===== config.mk =====
export PLATFORM = sky130hd
export DESIGN_NAME = fifo_rd_stream_flat
export DESIGN_NICKNAME = d
export VERILOG_FILES = /design/src/rtl/fifo_rd_stream_if.sv /design/src/rtl/fifo_rd_stream.sv /design/src/flat_wrapper.sv
export SDC_FILE = /design/constraint.sdc
export NUM_CORES = 1
export LEC_CHECK = 0
export ABC_CLOCK_PERIOD_IN_PS = 3700
export CAP_MARGIN = 20
export CORE_MARGIN = 3
export CORE_UTILIZATION = 53
export DETAILED_ROUTE_END_ITERATION = 10
export PLACE_DENSITY = 0.91
export SLEW_MARGIN = 10
export SYNTH_ARGS = -nofsm -noshare
export SYNTH_HDL_FRONTEND = slang
export SYNTH_SLANG_ARGS = --single-unit

===== constraint.sdc =====
create_clock -name clk -period 3.7 [get_ports clk]
set_input_delay 0.74 -clock clk [delete_from_list [all_inputs] [get_ports clk]]
set_output_delay 0.74 -clock clk [all_outputs]
set_load 0.01 [all_outputs]

===== src/rtl/fifo_rd_stream_if.sv =====
// fifo_rd_stream_if: FIFO read port plus the valid/ready output stream of fifo_rd_stream.
interface fifo_rd_stream_if #(parameter int FIFO_WIDTH = 16);
   logic                  fifo_empty;
   logic [FIFO_WIDTH-1:0] fifo_dout;
   logic                  fifo_rd_en;
   logic                  m_valid;
   logic                  m_ready;
   logic [FIFO_WIDTH-1:0] m_data;
   modport master (input fifo_empty, fifo_dout, m_ready, output fifo_rd_en, m_valid, m_data);
   modport slave (output fifo_empty, fifo_dout, m_ready, input fifo_rd_en, m_valid, m_data);
endinterface


===== src/rtl/fifo_rd_stream.sv =====
// fifo_rd_stream: FIFO reader absorbing one-cycle read latency into a 2-entry valid/ready buffer.
// Optional FIFO_RD_UNDERFLOW_CHK_EN drops words captured under fifo_underflow and sets err_sticky.
module fifo_rd_stream #(
   parameter int FIFO_WIDTH = 16,
   parameter int CNT_WIDTH  = 16
) (
   input  logic                 clk,
   input  logic                 rst,
   input  logic                 enable,
`ifdef FIFO_RD_UNDERFLOW_CHK_EN
   input  logic                 fifo_underflow,
   output logic                 err_sticky,
`endif
   output logic [CNT_WIDTH-1:0] rd_count,
   output logic                 busy,
   fifo_rd_stream_if.master     bus
);
   typedef enum logic [1:0] {IDLE, RUN, DRAIN} state_t;
   state_t                state;
   logic [FIFO_WIDTH-1:0] mem [2];
   logic [1:0]            occ;
   logic                  inflight, rd_ptr, wr_ptr, pop, capture, pending;
   assign pop = bus.m_valid && bus.m_ready;
`ifdef FIFO_RD_UNDERFLOW_CHK_EN
   assign capture = inflight && !fifo_underflow;
`else
   assign capture = inflight;
`endif
   assign pending = occ != 2'd0 || inflight;
   assign bus.m_valid = occ != 2'd0;
   assign bus.m_data = bus.m_valid ? mem[rd_ptr] : '0;
   assign busy = state != IDLE;
   // a read is issued only if the buffer slot is guaranteed once the word lands
   assign bus.fifo_rd_en = !rst && enable && !bus.fifo_empty && state != DRAIN &&
                           ({1'b0, occ} + {2'b0, inflight} < 3'd2 + {2'b0, pop});
   always_ff @(posedge clk or posedge rst)
      if (rst) begin
         state    <= IDLE;
         occ      <= 2'd0;
         inflight <= 1'b0;
         rd_ptr   <= 1'b0;
         wr_ptr   <= 1'b0;
         rd_count <= '0;
         mem[0]   <= '0;
         mem[1]   <= '0;
`ifdef FIFO_RD_UNDERFLOW_CHK_EN
         err_sticky <= 1'b0;
`endif
      end else begin
         inflight <= bus.fifo_rd_en;
         occ      <= occ + {1'b0, capture} - {1'b0, pop};
         if (capture) begin
            mem[wr_ptr] <= bus.fifo_dout;
            wr_ptr      <= !wr_ptr;
         end
         if (pop) begin
            rd_ptr   <= !rd_ptr;
            rd_count <= rd_count + 1'b1;
         end
         state <= enable ? RUN : (pending && state != IDLE) ? DRAIN : IDLE;
`ifdef FIFO_RD_UNDERFLOW_CHK_EN
         if (inflight && fifo_underflow) err_sticky <= 1'b1;
`endif
      end
endmodule


===== src/flat_wrapper.sv =====
// flat-port wrapper written by rule: the top's interface ports become plain ports
module fifo_rd_stream_flat 
#(
   parameter int FIFO_WIDTH = 16,
   parameter int CNT_WIDTH  = 16
)
  (clk, rst, enable, rd_count, busy, bus_fifo_empty, bus_fifo_dout, bus_m_ready, bus_fifo_rd_en, bus_m_valid, bus_m_data);
  fifo_rd_stream_if #(.FIFO_WIDTH(FIFO_WIDTH)) bus_i ();
  input  logic clk;
  input  logic rst;
  input  logic enable;
  output logic [CNT_WIDTH-1:0] rd_count;
  output logic busy;
  input wire logic [$bits(bus_i.fifo_empty)-1:0] bus_fifo_empty;
  input wire logic [$bits(bus_i.fifo_dout)-1:0] bus_fifo_dout;
  input wire logic [$bits(bus_i.m_ready)-1:0] bus_m_ready;
  output wire logic [$bits(bus_i.fifo_rd_en)-1:0] bus_fifo_rd_en;
  output wire logic [$bits(bus_i.m_valid)-1:0] bus_m_valid;
  output wire logic [$bits(bus_i.m_data)-1:0] bus_m_data;
  assign bus_i.fifo_empty = bus_fifo_empty;
  assign bus_i.fifo_dout = bus_fifo_dout;
  assign bus_i.m_ready = bus_m_ready;
  assign bus_fifo_rd_en = bus_i.fifo_rd_en;
  assign bus_m_valid = bus_i.m_valid;
  assign bus_m_data = bus_i.m_data;
  fifo_rd_stream #(.FIFO_WIDTH(FIFO_WIDTH), .CNT_WIDTH(CNT_WIDTH)) u_core (.clk(clk), .rst(rst), .enable(enable), .rd_count(rd_count), .busy(busy), .bus(bus_i));
endmodule

After elaboration in Yosys (flattened, before gate mapping)
Cells that the tools add are included.

word-level totals
  register bits = 55
  logic and storage cells = 43
  input bits = 21
  output and inout port bits = 35

operators by class
  add/subtract/negate cells = 5
  reduce and logical (&&, ||, !) cells = 14
  mux-type cells = 9
  equality and inequality tests = 1
  bitwise operators = 2
  $lt $le $gt $ge = 4

operators with widths
  operator                                             number
  two-way mux 16 bit                                   5
  bitwise mux 32 bit                                   1
  adder 16 x 1 -> 16 bit (second input constant)       1
  demux 16 bit (select 1 bit)                          1
  logical AND 1 bit                                    7
  >= comparator 2 bit (second input constant)          2
  zero test 1 bit                                      4
  two-way mux 2 bit                                    2
  inverter 1 -> 2 bit                                  2
  nonzero test 2 bit                                   2
  adder 2 x 1 -> 3 bit                                 1
  adder 2 x 1 -> 3 bit (first input constant)          1
  < comparator 3 bit                                   1
  adder 2 x 1 -> 2 bit                                 1
  < comparator 2 x 1 -> 1 bit (second input constant)  1
  != test 2 bit (second input constant)                1
  subtractor 2 x 1 -> 2 bit                            1
  logical OR 1 bit                                     1

Logic depth before layout (Yosys ltp)
Gate-level depths: netlist of run 1.

  depth after elaboration = 6
  depth in mapped cells = 7
  mapped depth without buffers = 7

Least setup slack after synthesis of run 1
No wires, ideal clock.

  path kind = register to output
  start point = register u_core.inflight, in the netlist u_core.capture
  end point = output bus_fifo_rd_en
  buffers on the path = 0
  required time = 2.960 ns
  arrival = 1.220 ns
  slack = 1.740 ns
  cell stages (with the launch flop) = 5
  cell sequence = dfrtp_1 ha_1 ha_1 nor4b_1 and3_1

between the ends
  word-level cells in the longest chain between the ends = 3

RTL lines
  what                      line                  RTL
  start: declaration        fifo_rd_stream.sv:22  logic inflight, rd_ptr, wr_ptr, pop, capture, pending;
  start signal: assignment  fifo_rd_stream.sv:50  inflight <= bus.fifo_rd_en;
  adder 2 x 1 -> 3 bit      fifo_rd_stream.sv:35  ({1'b0, occ} + {2'b0, inflight} < 3'd2 + {2'b0, pop});
  < comparator 3 bit        fifo_rd_stream.sv:35
  logical AND 1 bit         fifo_rd_stream.sv:34  assign bus.fifo_rd_en = !rst && enable && !bus.fifo_empty && state != DRAIN &&
  end: declaration          flat_wrapper.sv:17    output wire logic [$bits(bus_i.fifo_rd_en)-1:0] bus_fifo_rd_en;

Every way passes these cells.

Final worst setup path of run 1
  start point = input bus_m_ready
  end point = output bus_fifo_rd_en

between the ends
  word-level cells in the longest chain between the ends = 4

RTL lines
  what                  line                  RTL
  start: declaration    flat_wrapper.sv:16    input wire logic [$bits(bus_i.m_ready)-1:0] bus_m_ready;
  logical AND 1 bit     fifo_rd_stream.sv:23  assign pop = bus.m_valid && bus.m_ready;
  adder 2 x 1 -> 3 bit  fifo_rd_stream.sv:35
  < comparator 3 bit    fifo_rd_stream.sv:35
  logical AND 1 bit     fifo_rd_stream.sv:34

Every way passes these cells.

==> results.sh, run 1 <==
export IMPL_avgSynthCellArea_um2=12.62
export IMPL_cts_root_buffer="clkbuf_8"
export IMPL_hold_buffers=0
export IMPL_ys_warn_count=0
export IMPL_fin_cells=306
export IMPL_die_area_um2=5472
export IMPL_core_area_um2=4414
export IMPL_ir_drop_mv=0.4622
export IMPL_ant_nets=0
export IMPL_rsz0062_at_grt="false"
export IMPL_clock_latency_ps=300
export IMPL_diodes=0
export IMPL_fin_util_pct=71.51
export IMPL_final_min_clock_period_ps=3066
export IMPL_slew_violations=0
export IMPL_dp_hpwl_um=3289
export IMPL_final_setup_tns_ps=0
export IMPL_portBuffers=55
export IMPL_cts_resized=0
export IMPL_grt_pass1_wl_um=7707
export IMPL_drt_iter0_markers=108
export IMPL_finalWorstSetupSlack_ps=634.2
export IMPL_place_inst=298
export IMPL_synthDistinctLibCells=21
export IMPL_pre_cts_ws_ps=619.6
export IMPL_grt_pass1_vias=1664
export IMPL_cp_slowest_stage_delay_ps=540
export IMPL_worst_endpoint_required_ps=2960
export IMPL_gr_total_overflow=0
export IMPL_numClockSinks=55
export IMPL_drive_gt1_share_pct=18.50
export IMPL_finalHoldViolCount=0
export IMPL_num_io_pins=56
export IMPL_grt_max_degree=34
export IMPL_fill_cells=319
export IMPL_final_nets=279
export IMPL_p_per_area_nw_per_um2=782.7
export IMPL_regToRegStartpoint="u_core.occ[1]"
export IMPL_synthesis_instances=194
export IMPL_chipWidth_um=73.97
export IMPL_syn_nets=220
export IMPL_fin_total_pwr_mw=2.471
export IMPL_hold_class="register to register"
export IMPL_finClkSkew_ps=5.896
export IMPL_crit_start="bus_m_ready"
export IMPL_syn_cell_area_um2=2449
export IMPL_max_cap_violations=0
export IMPL_htreeDepth=2
export IMPL_grt_usage_pct=18.10
export IMPL_status="finished clean"
export IMPL_start_kind="input port"
export IMPL_numCtsBuffers=5
export IMPL_ys_seq_area_share_pct=56.21
export IMPL_fmax_mhz=326.2
export IMPL_min_from="u_core.rd_count[15]"
export IMPL_ctsLongestPathBuffers=2
export IMPL_cts_tree="yes"
export IMPL_crit_path_end_kind="output pin"
export IMPL_drc=0
export IMPL_area_delta_synth_final_pct=28.92
export IMPL_finalSetupViolCount=0
export IMPL_wl_per_cell_um=15.15
export IMPL_wl_um=4635
export IMPL_initial_utilization_pct=55.47
export IMPL_critPathSlowestCell="clkdlybuf4s50_1"
export IMPL_arrival_ps=2330
export IMPL_relSlewSlack_pct=38.89
export IMPL_worst_pin_slew_ps=916.6
export IMPL_die_h_um=73.97
export IMPL_min_period_over_period_pct=82.86
export IMPL_viasPerCell=5.379
export IMPL_route_vias_total=1646
export IMPL_cts_setup_buffers=0
export IMPL_cpMostUsedCell="clkdlybuf4s50_1"
export IMPL_clkSlewWorstSetupHoldPaths_ps=100
export IMPL_crit_path_cell_trace="clkdlybuf4s50_1 -> o21ai_2 -> o21ai_0 -> and3_1 -> clkdlybuf4s50_1"
export IMPL_antenna_found_initial=0
export IMPL_path_class="input port to output pin"
export IMPL_crit_path_max_fanout=9
export IMPL_num_rows=24
export IMPL_place_congestion=0.7635
export IMPL_synth_seq_cells=55
export IMPL_first_pass_iters=4
export IMPL_leakagePower_nw=1.425
==> registers in the layout, summed over array words and instances (netlist names) <==
register,flops
u_core.state,2
u_core.capture,1
u_core.wr_ptr,1
u_core.rd_count,16
u_core.occ,2
u_core.rd_ptr,1
u_core.mem,32
==> cells by family (layout without fill, tap and decap cells) <==
logic type | Yosys count | after routing | synth area share [%]
fa+ha+maj | 5 | 5 | 2.555
flops | 55 | 55 | 56.21
xor+xnor | 19 | 19 | 6.796
simple gates | 53 | 53 | 10.53
mux | 48 | 48 | 21.26
buf+inv | 12 | 72 | 2.095
compound gates | 2 | 2 | 0.5620
==> layer usage <==
layer,up-vias,wire length [um],track usage (%)
li1,772,-,-
met1,813,2043,24.93
met2,59,2272,30.71
met3,2,308,3.243
met4,0,10,3.018
met5,-,0,0
==> Yosys cell counts (all sizes together) <==
master | count | area, um^2
xor2 | 4 | 35.03
nand2b | 2 | 12.51
clkbuf | 1 | 3.750
buf | 5 | 25.02
ha | 5 | 62.56
nand4 | 2 | 12.51
mux2 | 32 | 360.4
and3 | 6 | 37.54
dfrtp | 55 | 1376
nand3 | 5 | 25.02
xnor2 | 15 | 131.4
nor2 | 21 | 78.83
inv | 6 | 22.52
nor4b | 1 | 8.760
nand2 | 12 | 45.04
mux2i | 16 | 160.2
or2 | 1 | 6.260
nor3 | 2 | 10.01
o21ai | 2 | 13.76
nor4 | 1 | 21.27
==> worst max-delay path, delay by kind of cell <==
family | cells | cell delay [ps]
AND/OR/NAND/NOR | 1 | 200
AO/OA/AOI/OAI | 2 | 370
buffers and inverters | 2 | 1020
==> metrics by stage <==
| step | instance area (um^2) | hold slack (ps) |
|---|---|---|
| 2_1_floorplan | 2449 | 454.3 |
| 3_3_place_gp | 3058 | 468.2 |
| 3_5_place_dp | 3058 | 474.3 |
| 4_1_cts | 3157 | 488.0 |
| 5_1_grt | 3157 | 511.2 |
| 6_report | 3157 | 477.6 |
==> area by class of cell <==
type	count	area, um^2	area share, %
multi-input combinational	127	1021	32.34
clock inverter	2	16.27	0.5153
tap	52	65.06	2.061
inverter	6	22.52	0.7134
clock buffer	6	82.58	2.616
sequential	55	1376	43.60
timing repair buffer	58	573.1	18.15
==> final timing paths <==
check	slack [ps]	to	cells past startpoint
min reg2reg	480	u_core.rd_count[15]	1
max in group asynchronous	2060	u_core.mem[3]	3
max reg2reg	1760	u_core.occ[1]	7
min	480	u_core.rd_count[15]	1
max	630	bus_fifo_rd_en	5
min in group asynchronous	900	u_core.capture	2
==> cells in the final DEF, fill, tap and decap left out, drive strengths merged <==
cell,Yosys,final
clkinvlp,0,1
nor2,21,21
clkbuf,1,6
xor2,4,4
mux2,32,32
o21ai,2,2
nor4b,1,1
nand3,5,5
mux2i,16,16
dfrtp,55,55
xnor2,15,15
clkdlybuf4s50,0,55
buf,5,3
clkinv,0,1
inv,6,6
nor4,1,1
nand2b,2,2
or2,1,1
nand4,2,2
nand2,12,12
nor3,2,2
ha,5,5
and3,6,6
==> power breakdown <==
part	internal, mW	switching [mW]
combinational	0.663	0.421
clock	0.153	0.190
sequential	0.840	0.204
Power figures use the tool's default switching activity.
==> run 2, diff against run 1 <==
--- a/config.mk
+++ b/config.mk
@@ -5,12 +5,12 @@
 export SDC_FILE = /design/constraint.sdc
 export NUM_CORES = 1
 export LEC_CHECK = 0
-export ABC_CLOCK_PERIOD_IN_PS = 3700
+export ABC_CLOCK_PERIOD_IN_PS = 2900
 export CAP_MARGIN = 20
 export CORE_MARGIN = 3
-export CORE_UTILIZATION = 53
+export CORE_UTILIZATION = 50
 export DETAILED_ROUTE_END_ITERATION = 10
-export PLACE_DENSITY = 0.91
+export PLACE_DENSITY = 0.87
 export SLEW_MARGIN = 10
 export SYNTH_ARGS = -nofsm -noshare
 export SYNTH_HDL_FRONTEND = slang
==> constraint.sdc (replaced) <==
create_clock -name clk -period 2.9 [get_ports clk]
set_input_delay 0.58 -clock clk [delete_from_list [all_inputs] [get_ports clk]]
set_output_delay 0.58 -clock clk [all_outputs]
set_load 0.01 [all_outputs]
==> run 2 against run 1 <==
Against the previous run:
- die area up 5.5%
- non-clock buffer count up 2
- flip-flop and latch count unchanged
- cell area up 0.20%
- clock power up 12%
- routed wire length up 0.99%
- worst hold slack better by 7.7 ps
- core utilization down 1.8 points
==> results.sh, run 2 (synthesized netlist as in run 1, its figures left out) <==
export IMPL_p_per_area_nw_per_um2=979.8
export IMPL_wl_met3_um=244
export IMPL_wl_met1_um=2122
export IMPL_final_area_um2=3163
export IMPL_ant_nets=0
export IMPL_critPathSlowestCell="clkdlybuf4s50_1"
export IMPL_multi_input_area_um2=1021
export IMPL_cts_root_buffer="clkbuf_8"
export IMPL_place_congestion=0.7616
export IMPL_fmax_mhz=365.9
export IMPL_die_h_um=75.98
export IMPL_area_delta_synth_final_pct=29.18
export IMPL_maxUsedRoutingLayer="met4"
export IMPL_grt_max_degree=23
export IMPL_final_setup_tns_ps=0
export IMPL_wl_per_cell_um=14.67
export IMPL_drc=0
export IMPL_r2r_slack_ps=1170
export IMPL_worst_endpoint_required_ps=2320
export IMPL_drt_iter0_markers=47
export IMPL_timing_critical_path_buf_inv=1
export IMPL_holdPathStages=1
export IMPL_regToRegStartpoint="u_core.occ[1]"
export IMPL_portBuffers=55
export IMPL_crit_path_cell_trace="ha_1 -> ha_1 -> nor4b_1 -> and3_1 -> clkdlybuf4s50_1"
export IMPL_hold_class="register to register"
export IMPL_dp_hpwl_um=3347
export IMPL_relSlewSlack_pct=43.82
export IMPL_path_class="register to output pin"
export IMPL_ir_drop_mv=0.5528
export IMPL_route_met2_wl_um=2251
export IMPL_finalHoldViolCount=0
export IMPL_rr_worst_depth=8
export IMPL_die_area_um2=5773
export IMPL_mostFrequentLayoutCells="clkdlybuf4s50_1 (55), dfrtp_1 (54), mux2_2 (32), nor2_1 (21), mux2i_1 (16)"
export IMPL_finClkSkew_ps=7.207
export IMPL_min_from="u_core.wr_ptr"
export IMPL_htreeDepth=2
export IMPL_grt_pass1_wl_um=7879
export IMPL_grt_pass1_vias=1680
export IMPL_route_vias_total=1599
export IMPL_cts_tree="yes"
export IMPL_core_area_um2=4534
export IMPL_num_rows=24
export IMPL_cpMostUsedCell="ha_1"
export IMPL_fill_cells=340
export IMPL_clkSlewWorstSetupHoldPaths_ps=90
export IMPL_largest_register="u_core.mem"
export IMPL_wl_um=4681
export IMPL_hold_buffers=0
export IMPL_gr_total_overflow=0
export IMPL_status="finished clean"
export IMPL_chipWidth_um=75.98
export IMPL_crit_path_end_kind="output pin"
export IMPL_clock_latency_ps=310
export IMPL_first_pass_iters=3
export IMPL_antenna_found_initial=0
export IMPL_grt_usage_pct=17.08
export IMPL_finalWorstSetupSlack_ps=167.1
export IMPL_crit_path_max_fanout=6
export IMPL_final_min_clock_period_ps=2733
export IMPL_arrival_ps=2150
export IMPL_worst_pin_slew_ps=842.7
export IMPL_path_delay_family="buffers and inverters"
export IMPL_pre_cts_ws_ps=260.8
export IMPL_start_kind="register"
export IMPL_max_cap_violations=0
export IMPL_numClockSinks=55
export IMPL_min_period_over_period_pct=94.24
export IMPL_numCtsBuffers=5
export IMPL_num_io_pins=56
export IMPL_viasPerCell=5.013
export IMPL_largest_reg_flops=32
export IMPL_hold_end="u_core.wr_ptr"
export IMPL_leakagePower_nw=1.422
export IMPL_initial_utilization_pct=54.00
export IMPL_layout_commonest_cell="clkdlybuf4s50_1"
export IMPL_slew_violations=0
export IMPL_fin_util_pct=69.76
export IMPL_ctsLongestPathBuffers=2
export IMPL_rsz0062_at_grt="false"
export IMPL_final_nets=281
export IMPL_cp_slowest_stage_delay_ps=540
export IMPL_timing_rr_end="u_core.occ[1]"
export IMPL_reg_top3="u_core.mem (32), u_core.rd_count (16)"
export IMPL_register_area_um2=1378
export IMPL_diodes=0
export IMPL_finalSetupViolCount=0
export IMPL_drive_gt1_share_pct=18.50
export IMPL_dpl_cell_area_um2=3089
-- run 2: changes by cell type in the layout (fill, tap and decap cells not counted), sizes merged --
cell | previous run | this run
buf | 3 | 5
clkinv | 1 | 0
clkinvlp | 1 | 0
-- run 2: what timing repair did --
| item | 4_1_cts | 5_1_grt |
|---|---|---|
| setup endpoints to repair | 0 | 1 |
| gates resized for setup | 0 | 1 |
| setup buffers | 0 | 0 |
-- run 2: layout make-up --
type                            count  share of cell area [%]
Multi-Input combinational cell    127                   32.28
Timing Repair Buffer               60                   18.59
Inverter                            6                  0.7120
Tap cell                           65                   2.571
Sequential cell                    55                   43.55
Clock buffer                        6                   2.294
-- run 2: per-layer routing --
layer | track usage (%) | vias up
li1 | - | 776
met1 | 21.98 | 773
met2 | 27.57 | 43
met3 | 5.201 | 7
met4 | 5.978 | 0
met5 | 0 | -
-- run 2: how the worst max path moves through the flow --
stage                               from  cells after the start  slack (ps)        endpoint
after floorplan                      rst                      1         980  u_core.capture
after global placement               rst                      4         270  bus_fifo_rd_en
after detailed placement             rst                      4         260  bus_fifo_rd_en
after CTS                 u_core.capture                      5         150  bus_fifo_rd_en
after global routing      u_core.capture                      5          20  bus_fifo_rd_en
final                     u_core.capture                      5         170  bus_fifo_rd_en
-- run 2: stage by stage --
step	std cells	power, mW	hold slack (ps)
after floorplan	194	2.066	454.3
after global placement	313	2.697	475.0
after detailed placement	313	2.750	473.8
after CTS	319	3.136	486.1
after global routing	319	3.304	528.7
final	319	3.099	485.4
-- run 2: report_power, final --
| group | leakage (nW) | switching [mW] | total (mW) | internal [mW] |
|---|---|---|---|---|
| combinational | 0.715 | 0.585 | 1.43 | 0.847 |
| sequential | 0.671 | 0.209 | 1.28 | 1.07 |
| clock | 0.0371 | 0.223 | 0.384 | 0.162 |
==> run 3, diff against run 2 <==
--- a/config.mk
+++ b/config.mk
@@ -6,11 +6,10 @@
 export NUM_CORES = 1
 export LEC_CHECK = 0
 export ABC_CLOCK_PERIOD_IN_PS = 2900
-export CAP_MARGIN = 20
 export CORE_MARGIN = 3
 export CORE_UTILIZATION = 50
 export DETAILED_ROUTE_END_ITERATION = 10
-export PLACE_DENSITY = 0.87
+export PLACE_DENSITY = 0.8
 export SLEW_MARGIN = 10
 export SYNTH_ARGS = -nofsm -noshare
 export SYNTH_HDL_FRONTEND = slang
==> run 3 against run 2 <==
Against the previous run:
- die area is the same
- global-route usage shrank 0.23 points
- via count grew 1.3%
- sequential power is essentially flat
- clock power grew 15%
- register-to-register slack lost 20 ps
- non-clock buffer count shrank 1
- clock skew shrank 2.4 ps
- critical path depth is the same
==> results.sh, run 3 (synthesized netlist as in run 1, its figures left out) <==
export IMPL_hold_class="register to register"
export IMPL_pre_cts_ws_ps=249.6
export IMPL_first_pass_iters=4
export IMPL_final_nets=280
export IMPL_wl_per_cell_um=13.97
export IMPL_dpl_cell_area_um2=3094
export IMPL_reg_top3="u_core.mem (32), u_core.rd_count (16)"
export IMPL_rsz0062_at_grt="false"
export IMPL_diodes=0
export IMPL_final_min_clock_period_ps=2746
export IMPL_power_share_clock_pct=14.0
export IMPL_max_cap_violations=0
export IMPL_finClkSkew_ps=4.814
export IMPL_ir_drop_mv=0.4861
export IMPL_cts_tree="yes"
export IMPL_cts_setup_buffers=0
export IMPL_p_switching_mw=1.032
export IMPL_gr_total_overflow=0
export IMPL_numClockSinks=55
export IMPL_status="finished clean"
export IMPL_finalWorstSetupSlack_ps=153.7
export IMPL_chipWidth_um=75.98
export IMPL_finalSetupViolCount=0
export IMPL_grt_max_degree=30
export IMPL_grt_pass1_vias=1687
export IMPL_grt_usage_pct=16.86
export IMPL_rr_worst_depth=8
export IMPL_dp_hpwl_um=3140
export IMPL_area_delta_synth_final_pct=30.40
export IMPL_largest_reg_flops=32
export IMPL_route_vias_total=1620
export IMPL_core_area_um2=4534
export IMPL_place_congestion=0.7611
export IMPL_drt_iter0_markers=97
export IMPL_final_setup_tns_ps=0
export IMPL_relSlewSlack_pct=45.01
export IMPL_clock_latency_ps=310
export IMPL_numCtsBuffers=5
export IMPL_leakagePower_nw=1.434
export IMPL_antenna_found_initial=0
export IMPL_htreeDepth=2
export IMPL_drc=0
export IMPL_internal_power_mw=2.116
export IMPL_fmax_mhz=364.1
export IMPL_wl_um=4471
export IMPL_holdPathStages=1
export IMPL_arrival_ps=2170
export IMPL_p_comb_share_pct=45.4
export IMPL_worst_pin_slew_ps=824.8
export IMPL_ctsLongestPathBuffers=2
export IMPL_finalHoldViolCount=0
export IMPL_final_area_um2=3193
export IMPL_initial_utilization_pct=54.00
export IMPL_num_io_pins=56
export IMPL_worst_endpoint_required_ps=2320
export IMPL_portBuffers=55
export IMPL_hold_buffers=0
export IMPL_ant_nets=0
export IMPL_cts_root_buffer="clkbuf_8"
export IMPL_path_class="register to output pin"
export IMPL_die_h_um=75.98
export IMPL_largest_register="u_core.mem"
export IMPL_fin_total_pwr_mw=3.148
export IMPL_clkSlewWorstSetupHoldPaths_ps=90
export IMPL_crit_path_end_kind="output pin"
export IMPL_min_period_over_period_pct=94.70
export IMPL_viasPerCell=5.063
export IMPL_p_per_area_nw_per_um2=986.0
export IMPL_start_kind="register"
export IMPL_pwr_share_seq_pct=40.6
export IMPL_mostFrequentLayoutCells="clkdlybuf4s50_1 (55), dfrtp_1 (55), mux2_2 (32), nor2_1 (21), mux2i_1 (16)"
export IMPL_drive_gt1_share_pct=18.82
export IMPL_grt_pass1_wl_um=7990
export IMPL_fill_cells=366
export IMPL_die_area_um2=5773
export IMPL_p_sw_share_pct=32.79
export IMPL_num_rows=24
export IMPL_cts_resized=0
export IMPL_slew_violations=0
export IMPL_crit_path_max_fanout=6
run 3: worst paths after layout:
check / endpoint / startpoint / slack, ps
setup / recovery: bus_fifo_rd_en / u_core.capture / 150
hold / removal: u_core.rd_count[15] / u_core.rd_count[15] / 480
setup reg to reg: u_core.occ[1] / u_core.occ[1] / 1150
hold reg to reg: u_core.rd_count[15] / u_core.rd_count[15] / 480
max in group asynchronous: u_core.mem[18] / rst / 1650
min in group asynchronous: u_core.occ[1] / rst / 700
run 3: layout make-up:
class                      count  area, um^2  share of cell area, %
sequential                    55        1376                  43.10
multi-input combinational    127        1021                  31.97
timing repair buffer          59       593.1                  18.57
clock buffer                   6       82.58                  2.586
tap                           65       81.33                  2.547
inverter                       6       22.52                 0.7053
clock inverter                 2       16.27                 0.5094
run 3: critical path, cell delays in order, from the launching register on:
cell and delay [ps]:
dfrtp_1 470, ha_1 230, ha_1 180, nor4b_1 220
and3_1 210, clkdlybuf4s50_1 550
run 3: power by group through the flow:
stage / clock (mW) / sequential (mW) / combinational (mW)
global route: 0.491 / 1.32 / 1.55
floorplan: 0 / 1.26 / 0.811
detailed placement: 0 / 1.29 / 1.45
CTS: 0.462 / 1.28 / 1.45
global placement: 0 / 1.27 / 1.43
finish: 0.441 / 1.28 / 1.43
run 3: metrics by stage:
stage | utilization [%] | hold WS [ps] | instances
CTS | 70.42 | 480.9 | 320
detailed placement | 68.24 | 465.9 | 312
global route | 70.42 | 516.2 | 320
finish | 70.42 | 477.5 | 320
global placement | 68.24 | 462.0 | 312
floorplan | - | 454.3 | 194
run 3: per-layer routing:
metal | up-vias | part of all wire [%] | GRT usage, %
met5 | - | 0 | 0
met4 | 0 | 0.96 | 3.986
met3 | 5 | 5.1 | 5.083
met2 | 38 | 49 | 27.75
met1 | 803 | 45 | 22.07
li1 | 774 | - | -
